**config.mk**
```make
export PLATFORM = sky130hd
export DESIGN_NAME = inv_add_round_key
export DESIGN_NICKNAME = d
export VERILOG_FILES = /design/src/rtl/aes_dec_pkg.sv /design/src/rtl/inv_ark_fifo2.sv /design/src/rtl/inv_add_round_key.sv
export SDC_FILE = /design/constraint.sdc
export NUM_CORES = 2
export LEC_CHECK = 0
export ABC_AREA = 1
export CAP_MARGIN = 10
export CELL_PAD_IN_SITES_DETAIL_PLACEMENT = 0
export CELL_PAD_IN_SITES_GLOBAL_PLACEMENT = 2
export CORE_ASPECT_RATIO = 0.5
export CORE_MARGIN = 4
export CORE_UTILIZATION = 36
export DETAILED_ROUTE_END_ITERATION = 10
export PLACE_DENSITY = 0.78
export SYNTH_ARGS = -nofsm -noshare
export SYNTH_HDL_FRONTEND = slang
export SYNTH_SLANG_ARGS = --single-unit
```
**constraint.sdc**
```tcl
create_clock -name clk -period 62.2 [get_ports clk]
set_input_delay 6.22 -clock clk [delete_from_list [all_inputs] [get_ports clk]]
set_output_delay 6.22 -clock clk [all_outputs]
set_load 0.01 [all_outputs]
```
**src/rtl/aes_dec_pkg.sv**
```systemverilog
// Shared definitions for the AES decryption datapath: state width, byte
// count, AES-128 round count and an MSB-first byte-slice helper.
package aes_dec_pkg;

   localparam int STATE_W   = 128;
   localparam int NB        = 16;
   localparam int NR_AES128 = 10;
   localparam int ROUND_W   = 4;

   // Byte 0 occupies bits 0:7, byte k occupies bits 8k:8k+7.
   typedef logic [0:STATE_W-1] state_t;

   function automatic logic [7:0] state_byte(input state_t s, input int k);
      return s[8*k +: 8];
   endfunction

endpackage

```
**src/rtl/inv_ark_fifo2.sv**
```systemverilog
// Two-entry in-order buffer between the AddRoundKey XOR and the downstream
// stage. The head entry stays put until it is popped, so the output is
// stable under backpressure. count_next exposes the occupancy after the
// current edge, which the parent uses to register its ready signal.
module inv_ark_fifo2 #(
   parameter int W = 133
) (
   input  logic         clk,
   input  logic         rst,
   input  logic         push,
   input  logic [W-1:0] push_data,
   input  logic         pop,
   output logic         out_valid,
   output logic [W-1:0] out_data,
   output logic [1:0]   count_next
);

   logic [W-1:0] head_q, head_d;
   logic [W-1:0] tail_q, tail_d;
   logic [1:0]   count_q, count_d;
   logic         do_push;
   logic         do_pop;

   // Next-state for the two slots and the occupancy count.
   always_comb begin
      head_d  = head_q;
      tail_d  = tail_q;
      count_d = count_q;
      do_pop  = pop && (count_q != 2'd0);
      do_push = push && (count_q != 2'd2);
      case ({do_push, do_pop})
         2'b10: begin
            if (count_q == 2'd0) head_d = push_data;
            else                 tail_d = push_data;
            count_d = count_q + 2'd1;
         end
         2'b01: begin
            head_d  = tail_q;
            count_d = count_q - 2'd1;
         end
         2'b11: begin
            if (count_q == 2'd1) begin
               head_d = push_data;
            end else begin
               head_d = tail_q;
               tail_d = push_data;
            end
         end
         default: ;
      endcase
   end

   // Slot and count registers; reset empties the buffer and zeroes the head.
   always_ff @(posedge clk or posedge rst) begin
      if (rst) begin
         head_q  <= '0;
         tail_q  <= '0;
         count_q <= 2'd0;
      end else begin
         head_q  <= head_d;
         tail_q  <= tail_d;
         count_q <= count_d;
      end
   end

   assign out_valid  = (count_q != 2'd0);
   assign out_data   = head_q;
   assign count_next = count_d;

endmodule

```
**src/rtl/inv_add_round_key.sv**
```systemverilog
// Inverse-cipher AddRoundKey stage. Holds NR+1 round keys written by the
// key expansion, XORs the incoming state with the key selected by its
// round index and hands the result to InvMixColumns through a two-entry
// buffer. Round indices beyond NR pass the state through untouched and
// raise a sticky error flag.
module inv_add_round_key #(
   parameter int NR      = 10,
   parameter int ROUND_W = 4
) (
   input  logic               clk,
   input  logic               rst,
   input  logic               key_wr_en,
   input  logic [ROUND_W-1:0] key_wr_idx,
   input  logic [0:127]       key_wr_data,
   input  logic               key_clear,
   output logic               keys_ready,
   input  logic               in_valid,
   output logic               in_ready,
   input  logic [0:127]       in_state,
   input  logic [ROUND_W-1:0] in_round,
   output logic               out_valid,
   input  logic               out_ready,
   output logic [0:127]       out_state,
   output logic [ROUND_W-1:0] out_round,
   output logic               out_mix_en,
   output logic               err_round
);

   import aes_dec_pkg::*;

   localparam int ENTRY_W = STATE_W + ROUND_W + 1;

   state_t               key_store_q [0:NR];
   state_t               key_store_d [0:NR];
   logic [NR:0]          loaded_q, loaded_d;
   logic                 err_q, err_d;
   logic                 in_ready_q, in_ready_d;
   logic                 accept;
   logic                 round_ok;
   logic                 mix_en;
   state_t               key_sel;
   state_t               xor_state;
   logic [ENTRY_W-1:0]   push_entry;
   logic [ENTRY_W-1:0]   head_entry;
   logic [1:0]           count_next;

   assign accept   = in_valid && in_ready_q;
   assign round_ok = (in_round <= ROUND_W'(NR));
   assign mix_en   = (in_round >= ROUND_W'(1)) && (in_round <= ROUND_W'(NR - 1));

   // Key store updates; a clear drops every loaded flag even if a write lands the same cycle.
   always_comb begin
      key_store_d = key_store_q;
      loaded_d    = loaded_q;
      if (key_wr_en && (key_wr_idx <= ROUND_W'(NR))) begin
         key_store_d[key_wr_idx] = key_wr_data;
         loaded_d[key_wr_idx]    = 1'b1;
      end
      if (key_clear) loaded_d = '0;
   end

   // Key selection from the pre-write store contents, then bytewise XOR with the state.
   always_comb begin
      key_sel   = round_ok ? key_store_q[in_round] : '0;
      xor_state = '0;
      for (int k = 0; k < NB; k++) begin
         xor_state[8*k +: 8] = state_byte(in_state, k) ^ state_byte(key_sel, k);
      end
   end

   // Sticky bad-round flag and a registered ready derived from next-cycle occupancy.
   always_comb begin
      err_d      = err_q || (accept && !round_ok);
      in_ready_d = (&loaded_d) && (count_next != 2'd2);
   end

   // Key store, loaded flags, error flag and ready register.
   always_ff @(posedge clk or posedge rst) begin
      if (rst) begin
         for (int i = 0; i <= NR; i++) key_store_q[i] <= '0;
         loaded_q   <= '0;
         err_q      <= 1'b0;
         in_ready_q <= 1'b0;
      end else begin
         for (int i = 0; i <= NR; i++) key_store_q[i] <= key_store_d[i];
         loaded_q   <= loaded_d;
         err_q      <= err_d;
         in_ready_q <= in_ready_d;
      end
   end

   assign push_entry = {xor_state, in_round, mix_en && round_ok};

   inv_ark_fifo2 #(
      .W (ENTRY_W)
   ) u_fifo (
      .clk        (clk),
      .rst        (rst),
      .push       (accept),
      .push_data  (push_entry),
      .pop        (out_ready),
      .out_valid  (out_valid),
      .out_data   (head_entry),
      .count_next (count_next)
   );

   assign out_state  = head_entry[ENTRY_W-1 -: STATE_W];
   assign out_round  = head_entry[ROUND_W:1];
   assign out_mix_en = head_entry[0];
   assign keys_ready = &loaded_q;
   assign in_ready   = in_ready_q;
   assign err_round  = err_q;

endmodule

```
==> out/results.tsv <==
metric	value	unit
required	63.03	ns
synth_top_family_by_area	simple AND/OR/NAND/NOR gates	
max_cap_viol_count	0	
cts_setup_buffers	0	
io_pins	407	
avgSynthCellArea	7.70	um2
status	complete, no violations	
place_area	84000	um2
power.density	35.9	nW/um2
syn_inst	10200	
first_pass_iters	6	
startpoint_type	input pin	
rsz0062_at_grt	false	
initialDrtViolationCount	4612	
min_from	err_round	
nFillCells	22400	
regToRegSetupSlack	58.44	ns
routabilityCongestion	0.734	
ys_warn_count	0	
insertion_delay	0.84	ns
multi_input_area	30500	um2
rows	120	
routed_wl	254000	um
finalPower	3.22	mW
tns	0	ns
port_buffers	406	
cpPeakStageDelay	0.84	ns
nNetsFinal	10500	
relSlewSlack	20.5	%
syn-num-nets	10400	
whs	0.474	ns
grt_overflow	0	
slowest_stage	buf_4	
synth.distinct_cells	29	
report.final.slew_viol_count	0	
postLayoutCellArea	89700	um2
dieWidth	667	um
die-area	225000	um2
die_y	338	um
yosys.area_share.adder	0.0959	%
path_max_fanout	93	
synth_top_cell_area_share	54.0	%
crit_chain	clkdlybuf4s50_1 > inv_8 > buf_4 > buf_4 > buf_4 > buf_4 > buf_4	
synth.area.mux_share	0	%
hold_path_class	flop to flop	
hold_depth	1	
grt_pass1_vias	64700	
cts_tree	done	
finalClockSkew	0.0446	ns
cts_max_path_buffers	4	
final_util	41.7	%
holdBufCountCts	0	
synth_area	78300	um2
r2r_cells	11	
yosysSeqAreaShare	54.0	%
cp.buffers_inverters	7	
routedWlPerCell	19.2	um
worst-setup-path-type	input pin to asynchronous set/reset pin	
cp-end-kind	asynchronous set/reset pin	
cts-htree-levels	4	
min_to	err_round	
cts_made_buffers	174	
worstPathArrival	11.15	ns
clk_pin_slew_worst_paths	0.06	ns
r2r-end	u_fifo.tail_q[86]	
worst_pin_slew	1.19	ns
fin_crit_sh	16.6	%
critPathMostFrequentCell	buf_4	
hold_viol_final	0	
gr-usage-all-layers	22.5	%
antenna_found_initial	12	
synthXorXnorAreaFrac	0	%
synth-simple-area-share	26.8	%
ir_drop	20.0	uV
r2r-start	u_fifo.count_q[0]	
grt_max_degree	172	
via_per_inst	4.96	
area_growth	14.6	%
synth_compound_area_share	12.0	%
routed-via-count	65400	
grt_pass1_wl	395000	um
start_util	36.4	%
ctsResizeCount	0	
fmax	0.0969	GHz
cts_sinks	1689	
cp_top_family	buffers and inverters	
layout_min_cycle_time	10.32	ns
clockRootBuffer	clkbuf_16	
ff_latch_area	42300	um2
power_leakage	43.7	nW
final_antenna_net_count	0	
synth_area_leaders	dfrtp_1 (54%), nand2_1 (20%), o21ai_0 (7.3%)	
ys_ff_latch	1689	
drive_above_1_share	3.71	%
dp_hpwl	140000	um
core_area	215000	um2
synth.largest_area_cell	dfrtp_1	
setup_viol	0	
drc	0	
-- area by class of cell --
type | instances | area share (%)
Inverter | 693 | 2.99
Tap cell | 2867 | 4.00
Multi-Input combinational cell | 7126 | 34.0
Clock inverter | 38 | 0.479
Sequential cell | 1689 | 47.1
Clock buffer | 266 | 5.80
Timing Repair Buffer | 502 | 5.54
Antenna cell | 7 | 0.0195
-- stage by stage --
step                      cells  worst slack [ns]
final                     13200             51.88
after CTS                 13200             51.68
after detailed placement  12900             50.76
after global routing      13200             51.15
after global placement    12900             50.76
after floorplan           10200              8.31
-- layout by cell type (no fill, tap or decap), drive strengths merged --
cell type	Yosys	routed
nand2	4085	4085
dfrtp	1689	1689
o21ai	1291	1291
nand3	794	794
inv	692	695
nor2	418	418
clkdlybuf4s50	0	403
a21oi	386	386
clkbuf	434	266
o211ai	131	131
buf	227	99
clkinv	1	26
bufinv	0	9
diode	0	7
ha	6	6
nand4	5	5
a31oi	4	4
nor3	2	2
nor4	2	2
a41o	1	1
o21a	1	1
clkinvlp	0	1
-- how the worst max path moves through the flow --
stage	from	end	slack [ns]	cells past startpoint
finish	rst	key_store_q[53]	51.88	7
global placement	rst	key_store_q[434]	50.76	7
floorplan	rst	err_round	8.31	1
detailed placement	rst	key_store_q[559]	50.76	7
global route	rst	key_store_q[1204]	51.15	7
CTS	rst	u_fifo.out_data[65]	51.68	7
-- kinds of logic after synthesis --
kind of cell / after synthesis
adders and majority gates: 6
AOI/OAI and AO/OA: 1814
DFF: 1689
and+or+nand+nor: 5306
buffers and inverters: 1354
-- synthesized netlist by cell type --
library cell / count
buf_2: 124
nand2_1: 4085
a31oi_1: 4
a21oi_1: 385
nor2_2: 2
clkbuf_1: 434
buf_4: 37
nor2_1: 414
buf_8: 1
nand4_1: 5
a41o_1: 1
dfrtp_1: 1689
o21a_1: 1
nand3_1: 794
inv_2: 2
clkinv_1: 1
buf_6: 20
o21ai_1: 155
buf_1: 45
ha_1: 6
inv_4: 1
inv_1: 689
o211ai_1: 131
nor3_1: 2
nor2_4: 2
a21oi_2: 1
o21ai_2: 1
nor4_1: 2
o21ai_0: 1135
-- sequential cells by signal, summed over array words and instances, names as in the netlist --
signal,cells
in_ready,1
u_fifo.tail_q,133
u_fifo.count_q,2
key_store_q,1408
u_fifo.out_data,133
err_round,1
loaded_q,11
-- where the power goes --
part,internal [mW],switching (mW)
sequential,1.35,0.118
combinational,0.283,0.398
clock,0.612,0.462
-- per-layer routing --
metal  vias up  share of wire (%)  track usage, %
met4         0                1.7            4.44
met3       255                3.2            2.49
met5         -                  0               0
li1      32300                  -               -
met1     31900                 47            30.8
met2       935                 48            38.5
Power figures use the tool's default switching activity.
